**src/rtl/ret_stack_pkg.sv**
```systemverilog
// Shared constants for the return-address stack, the PC counter and the decode unit.
// Holds the default geometry and the occupancy-derived FSM state encodings.
package ret_stack_pkg;

    localparam int RS_WIDTH = 10;
    localparam int RS_DEPTH = 8;

    localparam logic [1:0] RS_EMPTY   = 2'd0;
    localparam logic [1:0] RS_PARTIAL = 2'd1;
    localparam logic [1:0] RS_FULL    = 2'd2;

    // The stack state is a pure function of occupancy.
    function automatic logic [1:0] rs_state(input int cnt, input int dep);
        if (cnt == 0)
            return RS_EMPTY;
        else if (cnt >= dep)
            return RS_FULL;
        else
            return RS_PARTIAL;
    endfunction

endpackage

```
**src/rtl/ret_stack_mem.sv**
```systemverilog
// Storage for the return-address stack: depth x width registers,
// one synchronous write port and one asynchronous read port.
module ret_stack_mem
    import ret_stack_pkg::*;
#(
    parameter int width = RS_WIDTH,
    parameter int depth = RS_DEPTH
) (
    input  logic                     clk,
    input  logic                     i_we,
    input  logic [$clog2(depth)-1:0] i_waddr,
    input  logic [width-1:0]         i_wdata,
    input  logic [$clog2(depth)-1:0] i_raddr,
    output logic [width-1:0]         o_rdata
);

    logic [width-1:0] r_mem [depth];

    always_ff @(posedge clk) begin
        if (i_we)
            r_mem[i_waddr] <= i_wdata;
    end

    assign o_rdata = r_mem[i_raddr];

endmodule

```
**src/rtl/ret_stack.sv**
```systemverilog
// Return-address stack driving jmp/jmpLoc into the PC counter.
// Build option RET_STACK_WRAP_EN: push on a full stack overwrites the oldest entry.
module ret_stack
    import ret_stack_pkg::*;
#(
    parameter int width = RS_WIDTH,
    parameter int depth = RS_DEPTH
) (
    input  logic                       clk,
    input  logic                       rst,
    input  logic                       push,
    input  logic [width-1:0]           pushData,
    input  logic                       pop,
    output logic                       jmp,
    output logic [width-1:0]           jmpLoc,
    output logic [$clog2(depth+1)-1:0] count,
    output logic                       empty,
    output logic                       full,
    output logic                       err
);

    localparam int AW = $clog2(depth);
    localparam int CW = $clog2(depth + 1);
    localparam logic [CW-1:0] CNT_FULL = CW'(depth);

    logic [AW-1:0]    r_tos;
    logic [CW-1:0]    r_count;
    logic             r_jmp;
    logic [width-1:0] r_jmpLoc;
    logic             r_empty;
    logic             r_full;
    logic             r_err;

    logic [1:0]       w_state;
    logic [width-1:0] w_top;
    logic             w_we;
    logic [AW-1:0]    w_waddr;
    logic [AW-1:0]    w_tos_nxt;
    logic [CW-1:0]    w_cnt_nxt;
    logic             w_jmp_nxt;
    logic [width-1:0] w_jmpLoc_nxt;
    logic             w_err_nxt;

    assign w_state = rs_state(int'(r_count), depth);

    ret_stack_mem #(
        .width (width),
        .depth (depth)
    ) u_mem (
        .clk     (clk),
        .i_we    (w_we && !rst),
        .i_waddr (w_waddr),
        .i_wdata (pushData),
        .i_raddr (r_tos),
        .o_rdata (w_top)
    );

    always_comb begin
        w_we         = 1'b0;
        w_waddr      = r_tos + 1'b1;
        w_tos_nxt    = r_tos;
        w_cnt_nxt    = r_count;
        w_jmp_nxt    = 1'b0;
        w_jmpLoc_nxt = r_jmpLoc;
        w_err_nxt    = r_err;

        if (push && pop) begin
            w_jmp_nxt = 1'b1;
            if (w_state == RS_EMPTY) begin
                // Bypass: the call and its return cancel without touching storage.
                w_jmpLoc_nxt = pushData;
            end else begin
                w_jmpLoc_nxt = w_top;
                w_we         = 1'b1;
                w_waddr      = r_tos;
            end
        end else if (push) begin
            if (w_state != RS_FULL) begin
                w_we      = 1'b1;
                w_tos_nxt = r_tos + 1'b1;
                w_cnt_nxt = r_count + 1'b1;
            end else begin
`ifdef RET_STACK_WRAP_EN
                w_we      = 1'b1;
                w_tos_nxt = r_tos + 1'b1;
`else
                w_err_nxt = 1'b1;
`endif
            end
        end else if (pop) begin
            if (w_state != RS_EMPTY) begin
                w_jmp_nxt    = 1'b1;
                w_jmpLoc_nxt = w_top;
                w_tos_nxt    = r_tos - 1'b1;
                w_cnt_nxt    = r_count - 1'b1;
            end else begin
                w_err_nxt = 1'b1;
            end
        end
    end

    always_ff @(posedge clk) begin
        if (rst) begin
            r_tos    <= '1;
            r_count  <= '0;
            r_jmp    <= 1'b0;
            r_jmpLoc <= '0;
            r_empty  <= 1'b1;
            r_full   <= 1'b0;
            r_err    <= 1'b0;
        end else begin
            r_tos    <= w_tos_nxt;
            r_count  <= w_cnt_nxt;
            r_jmp    <= w_jmp_nxt;
            r_jmpLoc <= w_jmpLoc_nxt;
            r_empty  <= (w_cnt_nxt == '0);
            r_full   <= (w_cnt_nxt == CNT_FULL);
            r_err    <= w_err_nxt;
        end
    end

    assign jmp    = r_jmp;
    assign jmpLoc = r_jmpLoc;
    assign count  = r_count;
    assign empty  = r_empty;
    assign full   = r_full;
    assign err    = r_err;

endmodule

```
**config.mk**
```make
export PLATFORM = sky130hd
export DESIGN_NAME = ret_stack
export DESIGN_NICKNAME = d
export VERILOG_FILES = /design/src/rtl/ret_stack_pkg.sv /design/src/rtl/ret_stack_mem.sv /design/src/rtl/ret_stack.sv
export SDC_FILE = /design/constraint.sdc
export NUM_CORES = 1
export LEC_CHECK = 0
export ABC_AREA = 1
export CORE_MARGIN = 1
export CORE_UTILIZATION = 59
export CTS_CLUSTER_SIZE = 40
export DETAILED_ROUTE_END_ITERATION = 7
export GPL_TIMING_DRIVEN = 0
export PLACE_DENSITY = 0.83
export SYNTH_ARGS = -nofsm -noshare
export SYNTH_HDL_FRONTEND = slang
export SYNTH_HIERARCHICAL = 1
export SYNTH_SLANG_ARGS = --single-unit
```
**constraint.sdc**
```tcl
create_clock -name clk -period 3.2 [get_ports clk]
set_input_delay 0.96 -clock clk [delete_from_list [all_inputs] [get_ports clk]]
set_output_delay 0.96 -clock clk [all_outputs]
set_load 0.005 [all_outputs]
```
# Yosys cells after proc, flatten, opt, wreduce, memory -nomap -nowiden

Memory sizes are Yosys's and may differ from the RTL's. A register that Yosys moved wholly into a read port is not among the register bits.
Cells that the tools add are included.

Equal/unequal tests: 6
Bitwise logic cells: 1
Reductions and logical operators: 14
Magnitude comparators: 1
Add/subtract/negate cells: 4
Mux-type cells: 34

Operators with widths:

| cell                                                                | count |
|---|---|
| 10-bit 2-to-1 mux                                                   | 5 |
| 3-bit 2-to-1 mux                                                    | 8 |
| 4-bit 2-to-1 mux                                                    | 5 |
| 1-bit 2-to-1 mux                                                    | 14 |
| 2-bit nonzero test                                                  | 5 |
| 4-bit logical NOT                                                   | 2 |
| 4-bit AND reduction                                                 | 2 |
| 2-bit != test (second input constant)                               | 3 |
| 4-bit by 1-bit adder with 4-bit output (second input constant)      | 1 |
| 4-bit == test (second input constant)                               | 1 |
| 4-bit greater-or-equal comparator (second input constant)           | 1 |
| 2-bit 2-to-1 mux                                                    | 2 |
| 2-bit by 1-bit != test with 1-bit output (second input constant)    | 2 |
| 4-bit by 1-bit subtractor with 4-bit output (second input constant) | 1 |
| 3-bit by 1-bit adder with 3-bit output (second input constant)      | 1 |
| 3-bit AND reduction                                                 | 1 |
| 3-bit by 1-bit subtractor with 3-bit output (second input constant) | 1 |
| 1-bit logical AND                                                   | 2 |
| 2-bit logical NOT                                                   | 1 |
| 1-bit logical NOT                                                   | 1 |
| 1-bit NOT                                                           | 1 |

Memories: 1
Output and inout port bits: 18
Logic and storage cells: 68
Flip-flop bits (word level): 21
Memory bits (writable): 80

Memories:

| memory      | words | bits a word | read ports | clocked after memory_dff | write ports | RTL line            | source |
|---|---|---|---|---|---|---|---|
| u_mem.r_mem | 8     | 10          | 1          | 1                        | 1           | ret_stack_mem.sv:17 | `logic [width-1:0] r_mem [depth];` |

# Logic depth before layout (Yosys ltp)

Depth after elaboration: 10
Depth in mapped cells: 12

# Cells and area by module

The synthesis kept the hierarchy.

Modules (own cells, without submodules):

| module        | area each (um2) | seq. area each (um2) | times used | cells an instance |
|---|---|---|---|---|
| ret_stack_mem | 3613.5          | 2402.3               | 1          | 364 |
| ret_stack     | 1285.0          | 420.4                | 1          | 194 |

# Worst setup path before layout

OpenSTA, ideal clock, no wires.

Path type: input to register
From: in push
To: mem u_mem/r_mem[6][0] in the netlist's numbering, enable pin
Cell stages on the path: 7
Required time: 2.824 ns
Arrival time: 2.437 ns
Slack: 0.387 ns
Buffers on the path: 2
Cells stage by stage: ha_1 > buf_2 > buf_2 > nand2_1 > o21ai_0 > nand2_1 > nor2_1

Elaborated cells on any way between the ends: 7
Those cells by class: mux (5); reduce/logical (2)

RTL lines:

| what              | RTL line            | source |
|---|---|---|
| start, declared   | ret_stack.sv:11     | `input logic push,` |
| 1-bit logical AND | ret_stack.sv:67     | `if (push && pop) begin` |
| 3-bit 2-to-1 mux  | ret_stack.sv:67     |  |
| via w_waddr[1]    | ret_stack.sv:37     | `logic [AW-1:0] w_waddr;` |
| end, declared     | ret_stack_mem.sv:17 |  |

The timed path passes the listed nets, and every way through them passes these cells.

# Worst setup path in the final report

From: in pop
To: mem u_mem/r_mem[3][9] in the netlist's numbering, enable pin

Elaborated cells on any way between the ends: 6
Those cells by class: mux (4); reduce/logical (2)

RTL lines:

| what              | RTL line        | source |
|---|---|---|
| start, declared   | ret_stack.sv:13 | `input logic pop,` |
| 1-bit logical AND | ret_stack.sv:67 |  |
| 3-bit 2-to-1 mux  | ret_stack.sv:67 |  |
| via w_waddr[2]    | ret_stack.sv:37 |  |

The timed path passes the listed nets, and every way through them passes these cells.

==> flow_metrics.env <==
export IMPL_status="completed"
export IMPL_postLayoutSetupSlackWorst_ps=41.3
export IMPL_area_growth_pct=17.9
export IMPL_stdcell_area_sq_um=5770
export IMPL_p_total_mw=3.23
export IMPL_p_leak_nw=2.68
export IMPL_synthCells=558
export IMPL_cp_max_fo=10
export IMPL_core_region_area_sq_um=7890
export IMPL_crit_type="in -> reg"
export IMPL_relSlewSlack=0.725
export IMPL_synth_distinct_cells=26
export IMPL_finalHoldViolations=0
export IMPL_fmaxAchievable_ghz=0.317
export IMPL_die_area_sq_um=8670
export IMPL_slew_viol_final=0
export IMPL_worst_slew_pin_slew_ps=412
export IMPL_ys_ff_latch=101
export IMPL_setup_viol=0
export IMPL_dp_hpwl_mm=7.21
export IMPL_drive_gt1_frac=0.127
export IMPL_insertedDiodeCount=0
export IMPL_synth_fa_ha_area_frac=0.0179
export IMPL_period_minus_slack_ps=3160
export IMPL_h_tree_depth=3
export IMPL_ant_nets=0
export IMPL_timing_final_crit_share=0.987
export IMPL_netlist_area_sq_um=4900
export IMPL_cts_tree="built"
export IMPL_ir_worst_vdd_uv=336
export IMPL_cts_buffer_depth=2
export IMPL_grt_antenna_before_repair=0
export IMPL_synthMuxAreaShare=0
export IMPL_synth_area_top_cells="edfxtp_1, nand2_1, dfxtp_1"
export IMPL_clock_skew_ps=12.8
export IMPL_layout_nets=632
export IMPL_die_x_um=93.1
export IMPL_clk_pin_slew_ps=90
export IMPL_cp_start_kind="input port"
export IMPL_first_pass_iters=5
export IMPL_io_buffers=31
export IMPL_routed_wl_mm=11.1
export IMPL_start_util=0.621
export IMPL_grt_pass1_vias=3840
export IMPL_insertion_delay_ps=360
export IMPL_place_gp_congestion=0.824
export IMPL_synth_top_area_frac=0.490
export IMPL_dpl_worst_slack_ps=-834
export IMPL_grt_first_pass_wirelength_mm=17.6
export IMPL_synth_edf_count=80
export IMPL_synth_top_family_by_area="simple AND/OR/NAND/NOR gates"
export IMPL_synthArstFlopShare=0
export IMPL_avgRoutedWirePerCell_um=15.5
export IMPL_ys_flop_type="edfxtp_1"
export IMPL_drt_iter0_markers=336
export IMPL_synthXorXnorAreaFrac=0.00715
export IMPL_synth_compound_area_frac=0.0409
export IMPL_die_y_um=93.1
export IMPL_gr_total_overflow=0
export IMPL_syn_nets=579
export IMPL_whs_ps=453
export IMPL_grt_usage=0.275
export IMPL_ios=32
export IMPL_drc=0
export IMPL_place_area_sq_um=5340
export IMPL_viasPerCell=5.38
export IMPL_rows=32
export IMPL_root_buffer="clkbuf_8"
export IMPL_cp_required_ps=3290
export IMPL_avgSynthCellArea_sq_um=8.78
export IMPL_end_kind="register"
export IMPL_arrival_ps=3250
export IMPL_cts_sinks=101
export IMPL_synth_seq_area_share=0.576
export IMPL_ys_warn_count=6
export IMPL_yosys_area_share_simple=0.234
export IMPL_maxCapViolCount=0
export IMPL_power_density_nw_per_um2=560
export IMPL_hp_class="reg -> reg"
export IMPL_numCtsBuffers=9
export IMPL_grt_max_degree=17
export IMPL_num_vias=3861
export IMPL_yosysTopAreaCell="edfxtp_1"
-- per-stage QoR --
step | instances | util | setup TNS [ps]
floorplan | 558 | - | 0
global placement | 691 | 0.677 | -53970
detailed placement | 691 | 0.677 | -61430
CTS | 716 | 0.728 | 0
global route | 717 | 0.732 | -61.0
finish | 717 | 0.732 | 0
-- flip-flops by register name, summed over array words and instances (netlist names) --
name         cells
empty            1
count            4
jmpLoc          10
err              1
jmp              1
u_mem/r_mem     80
r_tos            3
full             1
-- area by class of cell --
cell class	instances	area, sq um
plain buffers	22	176
clock buffers	9	124
clock inverters	6	86.3
fillers	550	2110
inverters	114	433
multi-input cells	321	1540
flip-flops and latches	101	2820
well taps	102	128
repair buffers	42	468
-- what timing repair did --
item / 4_1_cts / 5_1_grt
setup endpoints to repair: 80 / 80
cloned: 0 / 0
hold buffers: 0 / 0
buffers inserted: 10 / 1
gates resized for setup: 17 / 4
pin swaps: 6 / 1
-- logic make-up after synthesis --
| group | Yosys count |
|---|---|
| flip-flops | 101 |
| buffers and inverters | 136 |
| adder cells (fa/ha/maj) | 7 |
| XOR/XNOR | 4 |
| AO/OA/AOI/OAI | 36 |
| AND/OR/NAND/NOR | 274 |
-- worst max-delay path, stage by stage --
cell and delay [ps]:
clkdlybuf4s50_1 580, ha_1 190, clkbuf_4 230, clkbuf_4 260, nand2_1 160, nor2_1 160, a21oi_1 100, inv_1 110
nand2_1 140, nor2_4 180, buf_4 170
-- layout by cell type (no fill, tap or decap) --
master	count
nand2_1	182
a21oi_2	1
o211ai_1	1
buf_2	6
clkbuf_4	2
inv_1	109
o21bai_4	1
clkdlybuf4s50_1	31
nand3_1	57
nor2_2	1
xor2_1	4
nand2_2	14
ha_1	7
nor2_1	9
dfxtp_1	21
a21oi_1	18
nand3b_2	1
bufinv_16	2
buf_12	6
buf_8	1
nand3_2	1
clkinv_1	2
nand4_1	1
nor2_4	8
inv_2	3
buf_6	5
inv_6	2
o21ai_1	12
clkinv_4	1
buf_4	13
o21ai_0	3
edfxtp_1	80
clkbuf_8	9
clkinvlp_2	1
-- cells in the mapped netlist (5+ instances only) --
cell type / number
a21oi_1: 18
buf_2: 8
buf_4: 8
buf_6: 5
dfxtp_1: 21
edfxtp_1: 80
ha_1: 7
inv_1: 109
nand2_1: 184
nand2_2: 12
nand3_1: 57
nor2_1: 17
o21ai_1: 11
-- final timing paths --
path / start / endpoint / slack (ps) / depth (start not counted)
worst max-delay path: pop / u_mem/r_mem[3][9] / 40 / 11
worst max register to register: count[0] / u_mem/r_mem[4][5] / 840 / 11
worst min-delay path: jmpLoc[3] / jmpLoc[3] / 450 / 2
worst min register to register: jmpLoc[3] / jmpLoc[3] / 450 / 2
-- where the power goes --
part / switching [mW] / internal (mW) / leakage, nW / total, mW
Sequential: 0.0438 / 1.50 / 0.897 / 1.55
Combinational: 0.518 / 0.312 / 1.68 / 0.830
Clock: 0.418 / 0.435 / 0.103 / 0.854
Total: 0.980 / 2.25 / 2.68 / 3.23
-- per-layer routing --
layer | up-vias | routed length, um | track usage
li1 | 1843 | - | -
met1 | 1763 | 4380 | 0.346
met2 | 208 | 5290 | 0.442
met3 | 47 | 960 | 0.0545
met4 | 0 | 498 | 0.162
met5 | - | 0 | 0
Note: power is estimated with default switching activity, not from simulation.
